`src/rtl/bp_step_unit.sv`:
```
// bp_step_unit: breakpoint / single-step controller for a debug supervisor.
// Sits between the target core and its code ROM and gates code_ready while halted.
//
// Ports:
//   clk, rst     clock and asynchronous active-high reset
//   code_addr    target fetch address
//   rom_ready    code_ready coming from the ROM
//   enable_exec  target strobe marking an ordinary executing cycle
//   code_ready   code_ready passed on to the target (blocked while halted)
//   cfg_we       config write strobe
//   cfg_sel      {chan[2:0], field[1:0]}, field 0 ADDR, 1 MASK, 2 CTRL, 3 GLOBAL
//   cfg_data     config write data
//   halted       target held at a breakpoint or after a step
//   hit_id       channel that caused the last halt
//   status       {halted, stepping, step_done, bp_hit, 9'b0, hit_id}
module bp_step_unit #(
  parameter int unsigned NUM_BP = 4,
  parameter int unsigned ADDR_W = 16,
  parameter int unsigned CNT_W  = 8
) (
  input  logic              clk,
  input  logic              rst,
  input  logic [ADDR_W-1:0] code_addr,
  input  logic              rom_ready,
  input  logic              enable_exec,
  output logic              code_ready,
  input  logic              cfg_we,
  input  logic [4:0]        cfg_sel,
  input  logic [15:0]       cfg_data,
  output logic              halted,
  output logic [2:0]        hit_id,
  output logic [15:0]       status
);

  typedef enum logic [1:0] {StRun, StHalted, StStep} state_e;

  state_e              state_q, state_d;
  logic [ADDR_W-1:0]   addr_q [NUM_BP];
  logic [ADDR_W-1:0]   addr_d [NUM_BP];
  logic [ADDR_W-1:0]   mask_q [NUM_BP];
  logic [ADDR_W-1:0]   mask_d [NUM_BP];
  logic [CNT_W-1:0]    pass_q [NUM_BP];
  logic [CNT_W-1:0]    pass_d [NUM_BP];
  logic [NUM_BP-1:0]   en_q, en_d;
  logic [NUM_BP-1:0]   pend_q, pend_d;
  logic [2:0]          hit_id_q, hit_id_d;
  logic                bp_hit_q, bp_hit_d;
  logic                step_done_q, step_done_d;
  logic                suppress_q, suppress_d;
  logic [ADDR_W-1:0]   sup_addr_q, sup_addr_d;

  logic [2:0]          cfg_chan;
  logic [1:0]          cfg_field;
  logic                glob_we, resume_p, step_p, clear_p;
  logic [NUM_BP-1:0]   wr_ch, match, eff_match, cand;
  logic                sup_hold, found;

  logic unused_cfg;
  assign unused_cfg = ^cfg_data;

  assign cfg_chan  = cfg_sel[4:2];
  assign cfg_field = cfg_sel[1:0];
  assign glob_we   = cfg_we && (cfg_field == 2'd3);
  assign resume_p  = glob_we && cfg_data[0];
  assign step_p    = glob_we && cfg_data[1];
  assign clear_p   = glob_we && cfg_data[2];

  always_comb begin
    for (int i = 0; i < NUM_BP; i++) begin
      // Channels >= NUM_BP never decode, so their writes fall away.
      wr_ch[i] = cfg_we && (cfg_field != 2'd3) && (cfg_chan == 3'(i));
      match[i] = en_q[i] && (((code_addr ^ addr_q[i]) & mask_q[i]) == '0);
    end
  end

  // Suppress holds only while the fetch sits on the resumed address.
  assign sup_hold  = suppress_q && (code_addr == sup_addr_q);
  // A config write to a channel beats its same-cycle match.
  assign eff_match = (sup_hold || (state_q == StStep)) ? '0 : (match & ~wr_ch);
  assign cand      = (pend_q & ~wr_ch) | eff_match;

  always_comb begin
    state_d     = state_q;
    addr_d      = addr_q;
    mask_d      = mask_q;
    pass_d      = pass_q;
    en_d        = en_q;
    pend_d      = pend_q & ~wr_ch;
    hit_id_d    = hit_id_q;
    bp_hit_d    = bp_hit_q;
    step_done_d = step_done_q;
    suppress_d  = sup_hold;
    sup_addr_d  = sup_addr_q;
    found       = 1'b0;

    unique case (state_q)
      StRun: begin
        pend_d = cand;
        if (enable_exec) begin
          for (int i = 0; i < NUM_BP; i++) begin
            if (cand[i] && !found) begin
              found = 1'b1;
              if (pass_q[i] == '0) begin
                state_d     = StHalted;
                hit_id_d    = 3'(i);
                bp_hit_d    = 1'b1;
                step_done_d = 1'b0;
              end else begin
                pass_d[i] = pass_q[i] - CNT_W'(1);
                pend_d[i] = 1'b0;
              end
            end
          end
        end
      end
      StHalted: begin
        if (step_p) begin
          state_d = StStep;
        end else if (resume_p) begin
          state_d    = StRun;
          pend_d     = '0;
          suppress_d = 1'b1;
          sup_addr_d = code_addr;
        end
        if (clear_p) begin
          pend_d      = '0;
          bp_hit_d    = 1'b0;
          step_done_d = 1'b0;
        end
      end
      StStep: begin
        if (resume_p) begin
          state_d    = StRun;
          pend_d     = '0;
          suppress_d = 1'b1;
          sup_addr_d = code_addr;
        end else if (enable_exec) begin
          state_d     = StHalted;
          step_done_d = 1'b1;
          bp_hit_d    = 1'b0;
          pend_d      = '0;
        end
      end
      default: state_d = StRun;
    endcase

    for (int i = 0; i < NUM_BP; i++) begin
      if (wr_ch[i]) begin
        unique case (cfg_field)
          2'd0: addr_d[i] = cfg_data[ADDR_W-1:0];
          2'd1: mask_d[i] = cfg_data[ADDR_W-1:0];
          2'd2: begin
            en_d[i]   = cfg_data[0];
            pass_d[i] = cfg_data[CNT_W:1];
          end
          default: ;
        endcase
      end
    end
  end

  always_ff @(posedge clk or posedge rst) begin
    if (rst) begin
      state_q     <= StRun;
      en_q        <= '0;
      pend_q      <= '0;
      hit_id_q    <= '0;
      bp_hit_q    <= 1'b0;
      step_done_q <= 1'b0;
      suppress_q  <= 1'b0;
      sup_addr_q  <= '0;
      for (int i = 0; i < NUM_BP; i++) begin
        addr_q[i] <= '0;
        mask_q[i] <= '1;
        pass_q[i] <= '0;
      end
    end else begin
      state_q     <= state_d;
      en_q        <= en_d;
      pend_q      <= pend_d;
      hit_id_q    <= hit_id_d;
      bp_hit_q    <= bp_hit_d;
      step_done_q <= step_done_d;
      suppress_q  <= suppress_d;
      sup_addr_q  <= sup_addr_d;
      addr_q      <= addr_d;
      mask_q      <= mask_d;
      pass_q      <= pass_d;
    end
  end

  assign halted     = (state_q == StHalted);
  assign code_ready = rom_ready && !halted;
  assign hit_id     = hit_id_q;
  assign status     = {halted, (state_q == StStep), step_done_q, bp_hit_q, 9'b0, hit_id_q};

endmodule

```
`config.mk`:
```
export PLATFORM = sky130hd
export DESIGN_NAME = bp_step_unit
export DESIGN_NICKNAME = d
export VERILOG_FILES = /design/src/rtl/bp_step_unit.sv
export SDC_FILE = /design/constraint.sdc
export NUM_CORES = 1
export LEC_CHECK = 0
export CAP_MARGIN = 20
export CORE_MARGIN = 2
export CORE_UTILIZATION = 42
export DETAILED_ROUTE_END_ITERATION = 8
export PLACE_DENSITY_LB_ADDON = 0.15
export SLEW_MARGIN = 30
export SYNTH_ARGS = -nofsm -noshare
export SYNTH_HDL_FRONTEND = slang
export SYNTH_SLANG_ARGS = --single-unit
```
`constraint.sdc`:
```
create_clock -name clk -period 12.5 [get_ports clk]
set_input_delay 3.125 -clock clk [delete_from_list [all_inputs] [get_ports clk]]
set_output_delay 3.125 -clock clk [all_outputs]
set_load 0.03 [all_outputs]
```
==> results of run 1 <==
metrics by stage:
| step | utilization [%] | total power [W] |
|---|---|---|
| 2_1_floorplan | - | 0.001337 |
| 3_3_place_gp | 45.36 | 0.001477 |
| 3_5_place_dp | 45.49 | 0.001492 |
| 4_1_cts | 48.06 | 0.002056 |
| 5_1_grt | 48.06 | 0.002167 |
| 6_report | 48.06 | 0.002039 |
cells in the final DEF (no fill, tap or decap), types with 10 or more instances in the layout:
master,n
nor2_1,41
nand3_1,23
dfrtp_1,128
a22oi_1,24
or3_1,16
a21oi_1,16
mux2_2,146
nand2b_1,10
clkbuf_16,17
inv_1,18
o21ai_0,18
dfstp_2,64
clkdlybuf4s50_1,53
nand2_1,50
xor2_1,79
nor3_1,11
ha_1,10
a31oi_1,12
power breakdown:
part	switching (W)	internal, W
clock network	0.000272	0.000287
logic	0.000295	0.000265
registers	0.000116	0.000804
total	0.000683	0.00136
worst max-delay path: cells and delay by family:
family | cells | cell delay (ps)
buffers and inverters | 2 | 1140
AND/OR/NAND/NOR | 1 | 140
per-layer routing:
layer,GRT usage (%),routed length [microns]
met2,35.29,11940
met5,0,0
met1,27.93,11340
met3,3.312,791
met4,5.195,310
cell families after synthesis:
logic type | Yosys count | synth area share, %
AND/OR/NAND/NOR | 213 | 11.87
flip-flops | 192 | 49.29
multiplexers | 150 | 16.99
AO/OA/AOI/OAI | 122 | 9.140
buffers and inverters | 84 | 4.254
XOR/XNOR | 81 | 7.158
adder cells (fa/ha/maj) | 10 | 1.262
other | 1 | 0.03784
area by class of cell:
| type | instances | area [sq um] |
|---|---|---|
| flip-flops and latches | 192 | 4885 |
| fillers | 2160 | 12120 |
| clock inverters | 14 | 171.4 |
| multi-input cells | 585 | 4664 |
| clock buffers | 18 | 429.2 |
| repair buffers | 60 | 586.8 |
| well taps | 319 | 399.1 |
| inverters | 19 | 78.83 |
worst max-delay path by stage:
stage              start          to  slack (ps)
6_report       rom_ready  code_ready        4960
5_1_grt        rom_ready  code_ready        4940
4_1_cts        rom_ready  code_ready        4950
3_5_place_dp   rom_ready  code_ready        4970
3_3_place_gp   rom_ready  code_ready        5000
2_1_floorplan        rst   addr_q[0]        4250
state kept, by name, summed over array words and instances (netlist names):
| signal | flops |
|---|---|
| addr_q | 64 |
| bp_hit_q | 1 |
| en_q | 4 |
| hit_id | 3 |
| mask_q | 64 |
| pass_q | 32 |
| pend_q | 4 |
| state_q | 2 |
| step_done_q | 1 |
| sup_addr_q | 16 |
| suppress_q | 1 |
cells in the mapped netlist, types with 16 or more instances:
cell type | n | area share (%)
a21oi_1 | 16 | 0.81
nor2_1 | 41 | 1.6
xor2_1 | 79 | 7.0
o21ai_0 | 18 | 0.91
mux2_2 | 146 | 17
nand3_1 | 23 | 1.2
a22oi_1 | 24 | 1.8
dfrtp_1 | 128 | 32
nand2_1 | 51 | 1.9
buf_4 | 16 | 1.2
dfstp_2 | 64 | 17
clkbuf_1 | 31 | 1.2
or3_1 | 16 | 1.0
inv_1 | 19 | 0.72
==> impl_metrics.tcl, run 1 <==
set metrics [dict create \
    max-cap-violations 0 \
    worstReg2RegStart "sup_addr_q[0]" \
    vias_per_cell 5.466 \
    setup_slack_ps 4964 \
    synth_async_sr_flop_share_pct 100.0 \
    vdd_ir_drop_max_mv 0.07406 \
    clock_skew_ps 12.32 \
    hpwl_mm 16.58 \
    grt_max_degree 91 \
    drtAntennaViolNets 0 \
    grt_use_total_pct 20.81 \
    clock_sinks 192 \
    fin_nets 927 \
    drc_errors 0 \
    path_clk_slew_ps 70 \
    cp_data_arrival_time_ps 4410 \
    hp-start "en_q[1]" \
    first_pass_iters 5 \
    globalRouteOverflowTotal 0 \
    ys_types 75 \
    cts_root_buffer "clkbuf_16" \
    ios 63 \
    antenna_found_initial 0 \
    grt_setup_unrepaired "no" \
    min_path_cells 2 \
    setup_tns_ps 0 \
    synthFlopType "dfrtp_1" \
    cpMostUsedCell "clkdlybuf4s50_1" \
    postCtsSetupBuffers 0 \
    fmax_ghz 0.1327 \
    reg2reg_depth 8 \
    grt_pass1_wl_mm 38.60 \
    end_kind "output port" \
    ys_warn_count 0 \
    wirelength_mm 24.39 \
    holdWs_ps 503.1 \
    maxSlewHeadroom_pct 36.42 \
    dp_slack_ps 4966 \
    cpPeakStageDelay_ps 690 \
    vias 6597 \
    r2r_slack_ps 9090 \
    final_cells 1207 \
    p_leak_nw 4.808 \
    placed_area_sq_mm 0.01061 \
    avgSynthCellArea_sq_um 11.62 \
    htree_levels 4 \
    cts_resized 0 \
    path_cells "clkdlybuf4s50_1, nor2b_1, clkdlybuf4s50_1" \
    dieArea_sq_mm 0.02484 \
    drtIter0Drc 392 \
    die_height_microns 157.6 \
    port-buffer-count 53 \
    crit_fanout 1 \
    reg2reg_to "pass_q[18]" \
    fin_crit_sh_pct 60.29 \
    tightest_slew_ps 951.3 \
    fin_area_sq_mm 0.01121 \
    p_per_area_mw_per_mm2 181.8 \
    report.final.setup_viol 0 \
    cp.required_ps 9380 \
    wl_per_cell_microns 20.20 \
    clkLatencyLatePin_ps 440 \
    yosysSeqAreaShare_pct 49.29 \
    dpl.cell_count 1175 \
    fp.coreArea_sq_mm 0.02333 \
    min_to "en_q[1]" \
    setup.worst_path.start_class "primary input" \
    holdBufCountCts 0 \
    synth_cells 853 \
    syn_to_final_growth_pct 13.15 \
    synth-edff-count 0 \
    hp-class "reg -> reg" \
    drive_gt1_share_pct 30.97 \
    path_class "in -> out" \
    hold_viol_final 0 \
    syn_area_sq_mm 0.009911 \
    start_util_pct 42.48 \
    status "complete, no violations" \
    cts_made_buffers 17 \
    synth_seq_cells 192 \
    antennaDiodeCount 0 \
    placementRows 56 \
    grt_pass1_vias 6638 \
    die_width_microns 157.6 \
    cts_buffer_depth 2 \
    crit_slowest_cell "clkdlybuf4s50_1" \
    post-route-min-period_ps 7536 \
    timing.final.max_slew_violations 0 \
    cts_tree "yes" \
    gp_congestion 0.8084 \
]
Power figures use the tool's default switching activity.
==> run 2, diff against run 1 <==
clock period = 6.74 ns   (was 12.5 ns; I/O delays follow)
==> run 2 against run 1 <==
Hold slack worse by 12 ps. Die area unchanged. Wire length up 1.1%. Clock-buffer cell count down 1. Worst setup slack worse by 3100 ps. Sequential power up 85%. Register-to-register slack worse by 5700 ps. Critical endpoint is now pass_q[18]. Utilization up 0.25 points. Critical path depth up 6. Sequential share of layout area down 0.22 points. Cell count up 0.17%.
==> impl_metrics.tcl, run 2 (synthesized netlist as in run 1, its figures left out) <==
set metrics [dict create \
    status "complete, no violations" \
    ios 63 \
    r2r_slack_ps 3420 \
    end_kind "flop" \
    antenna_found_initial 0 \
    p_per_area_mw_per_mm2 341.9 \
    clock_skew_ps 11.77 \
    worstReg2RegStart "sup_addr_q[0]" \
    path_cells "clkdlybuf4s50_1, xor2_1, nor4_1, nand4_1, o21a_2, a21boi_4, nand4_2, or4_1, a31oi_1" \
    cp_data_arrival_time_ps 5200 \
    postCtsSetupBuffers 0 \
    vdd_ir_drop_max_mv 0.1500 \
    globalRouteOverflowTotal 0 \
    fin_crit_sh_pct 71.77 \
    setup_tns_ps 0 \
    cp.required_ps 7100 \
    reg2reg_to "pass_q[18]" \
    port-buffer-count 53 \
    dieArea_sq_mm 0.02484 \
    placed_area_sq_mm 0.01063 \
    max-cap-violations 0 \
    cpPeakStageDelay_ps 630 \
    cts_tree "yes" \
    clkLatencyLatePin_ps 440 \
    reg2reg_depth 8 \
    holdBufCountCts 0 \
    grt_max_degree 109 \
    tightest_slew_ps 978.7 \
    grt_setup_unrepaired "no" \
    maxSlewHeadroom_pct 34.60 \
    path_class "in -> reg" \
    timing.final.max_slew_violations 0 \
    p_sw_w 0.001265 \
    crit_fanout 15 \
    post-route-min-period_ps 4837 \
    die_width_microns 157.6 \
    setup.worst_path.start_class "primary input" \
    layout_commonest_cell "mux2_2" \
    crit_family "simple AND/OR/NAND/NOR gates" \
    crit_slowest_cell "clkdlybuf4s50_1" \
    cts_resized 0 \
    grt_pass1_wl_mm 39.03 \
    path_clk_slew_ps 70 \
    syn_to_final_growth_pct 13.74 \
    reg_top3 "addr_q (64), mask_q (64), pass_q (32)" \
    report.final.setup_viol 0 \
    wl_per_cell_microns 20.40 \
    fin_nets 929 \
    grt_use_total_pct 20.98 \
    dpl.cell_count 1177 \
    intPower_w 0.002589 \
    critPathBufInv 1 \
    die_height_microns 157.6 \
    gp_congestion 0.7953 \
    p_comb_share_pct 27.0 \
    p_clk_share_pct 28.8 \
    fmax_ghz 0.2067 \
    grt_pass1_vias 6596 \
    drtAntennaViolNets 0 \
    drc_errors 0 \
    cp_num_cells 9 \
    final_cell_mix "mux2_2 (146), dfrtp_1 (128), xor2_1 (79)" \
    drtIter0Drc 365 \
    cts_buffer_depth 2 \
    placementRows 56 \
    drive_gt1_share_pct 31.12 \
    htree_levels 4 \
    cts_root_buffer "clkbuf_16" \
    antennaDiodeCount 0 \
    clock_sinks 192 \
    fp.coreArea_sq_mm 0.02333 \
    p_leak_nw 4.839 \
    fin_area_sq_mm 0.01127 \
    hpwl_mm 16.88 \
    switching_share_pct 32.82 \
    final_cells 1209 \
    sequentialPowerShare_pct 44.2 \
    wirelength_mm 24.66 \
    vias 6595 \
    hp-class "reg -> reg" \
    cts_made_buffers 17 \
    first_pass_iters 5 \
    hold_viol_final 0 \
    start_util_pct 42.48 \
    crit_end "pass_q[18]" \
    vias_per_cell 5.455 \
    critPathLaunch "code_addr[3]" \
    total_power_w 0.003854 \
]
[run 2: through the flow]
stage / utilization, % / hold slack [ps] / worst slack, ps
after detailed placement: 45.57 / 464.0 / 1506
after floorplan: - / 445.8 / 2631
after global routing: 48.31 / 522.6 / 1745
after global placement: 45.46 / 466.5 / 1638
after CTS: 48.31 / 491.8 / 1950
final: 48.31 / 491.4 / 1903
[run 2: worst reg2reg max path, cell delays in order, from the launching register on]
cell      delay (ps)
dfrtp_1          390
xor2_1           160
nor4_1           430
nand4_1          400
o21a_2           400
a21boi_4         420
nand4_2          380
or4_1            500
a31oi_1          170
[run 2: worst min-delay path by stage]
| stage | start | slack (ps) | to | cells after the start |
|---|---|---|---|---|
| floorplan | en_q[2] | 450 | en_q[2] | 2 |
| global placement | en_q[1] | 470 | en_q[1] | 2 |
| detailed placement | en_q[1] | 460 | en_q[1] | 2 |
| CTS | en_q[1] | 490 | en_q[1] | 2 |
| global route | en_q[1] | 520 | en_q[1] | 2 |
| finish | en_q[1] | 490 | en_q[1] | 2 |
[run 2: cell type report]
class	count	area (sq um)
Fill cell	2130	12060
Sequential cell	192	4885
Multi-Input combinational cell	585	4659
Timing Repair Buffer	62	614.3
Clock buffer	17	425.4
Tap cell	319	399.1
Clock inverter	15	214.0
Inverter	19	75.07
[run 2: power by group through the flow]
stage / Clock (W) / Sequential [W] / Combinational, W
2_1_floorplan: 0 / 0.00168 / 0.000800
3_3_place_gp: 0 / 0.00172 / 0.00103
6_report: 0.00111 / 0.00170 / 0.00104
5_1_grt: 0.00118 / 0.00175 / 0.00116
4_1_cts: 0.00114 / 0.00170 / 0.00105
3_5_place_dp: 0 / 0.00172 / 0.00105
[run 2: layer usage]
metal	routed length [microns]	global-route usage, %	vias up
met4	303	4.632	0
met3	822	4.134	22
li1	-	-	3107
met1	11410	28.53	3351
met5	0	0	-
met2	12130	34.85	115
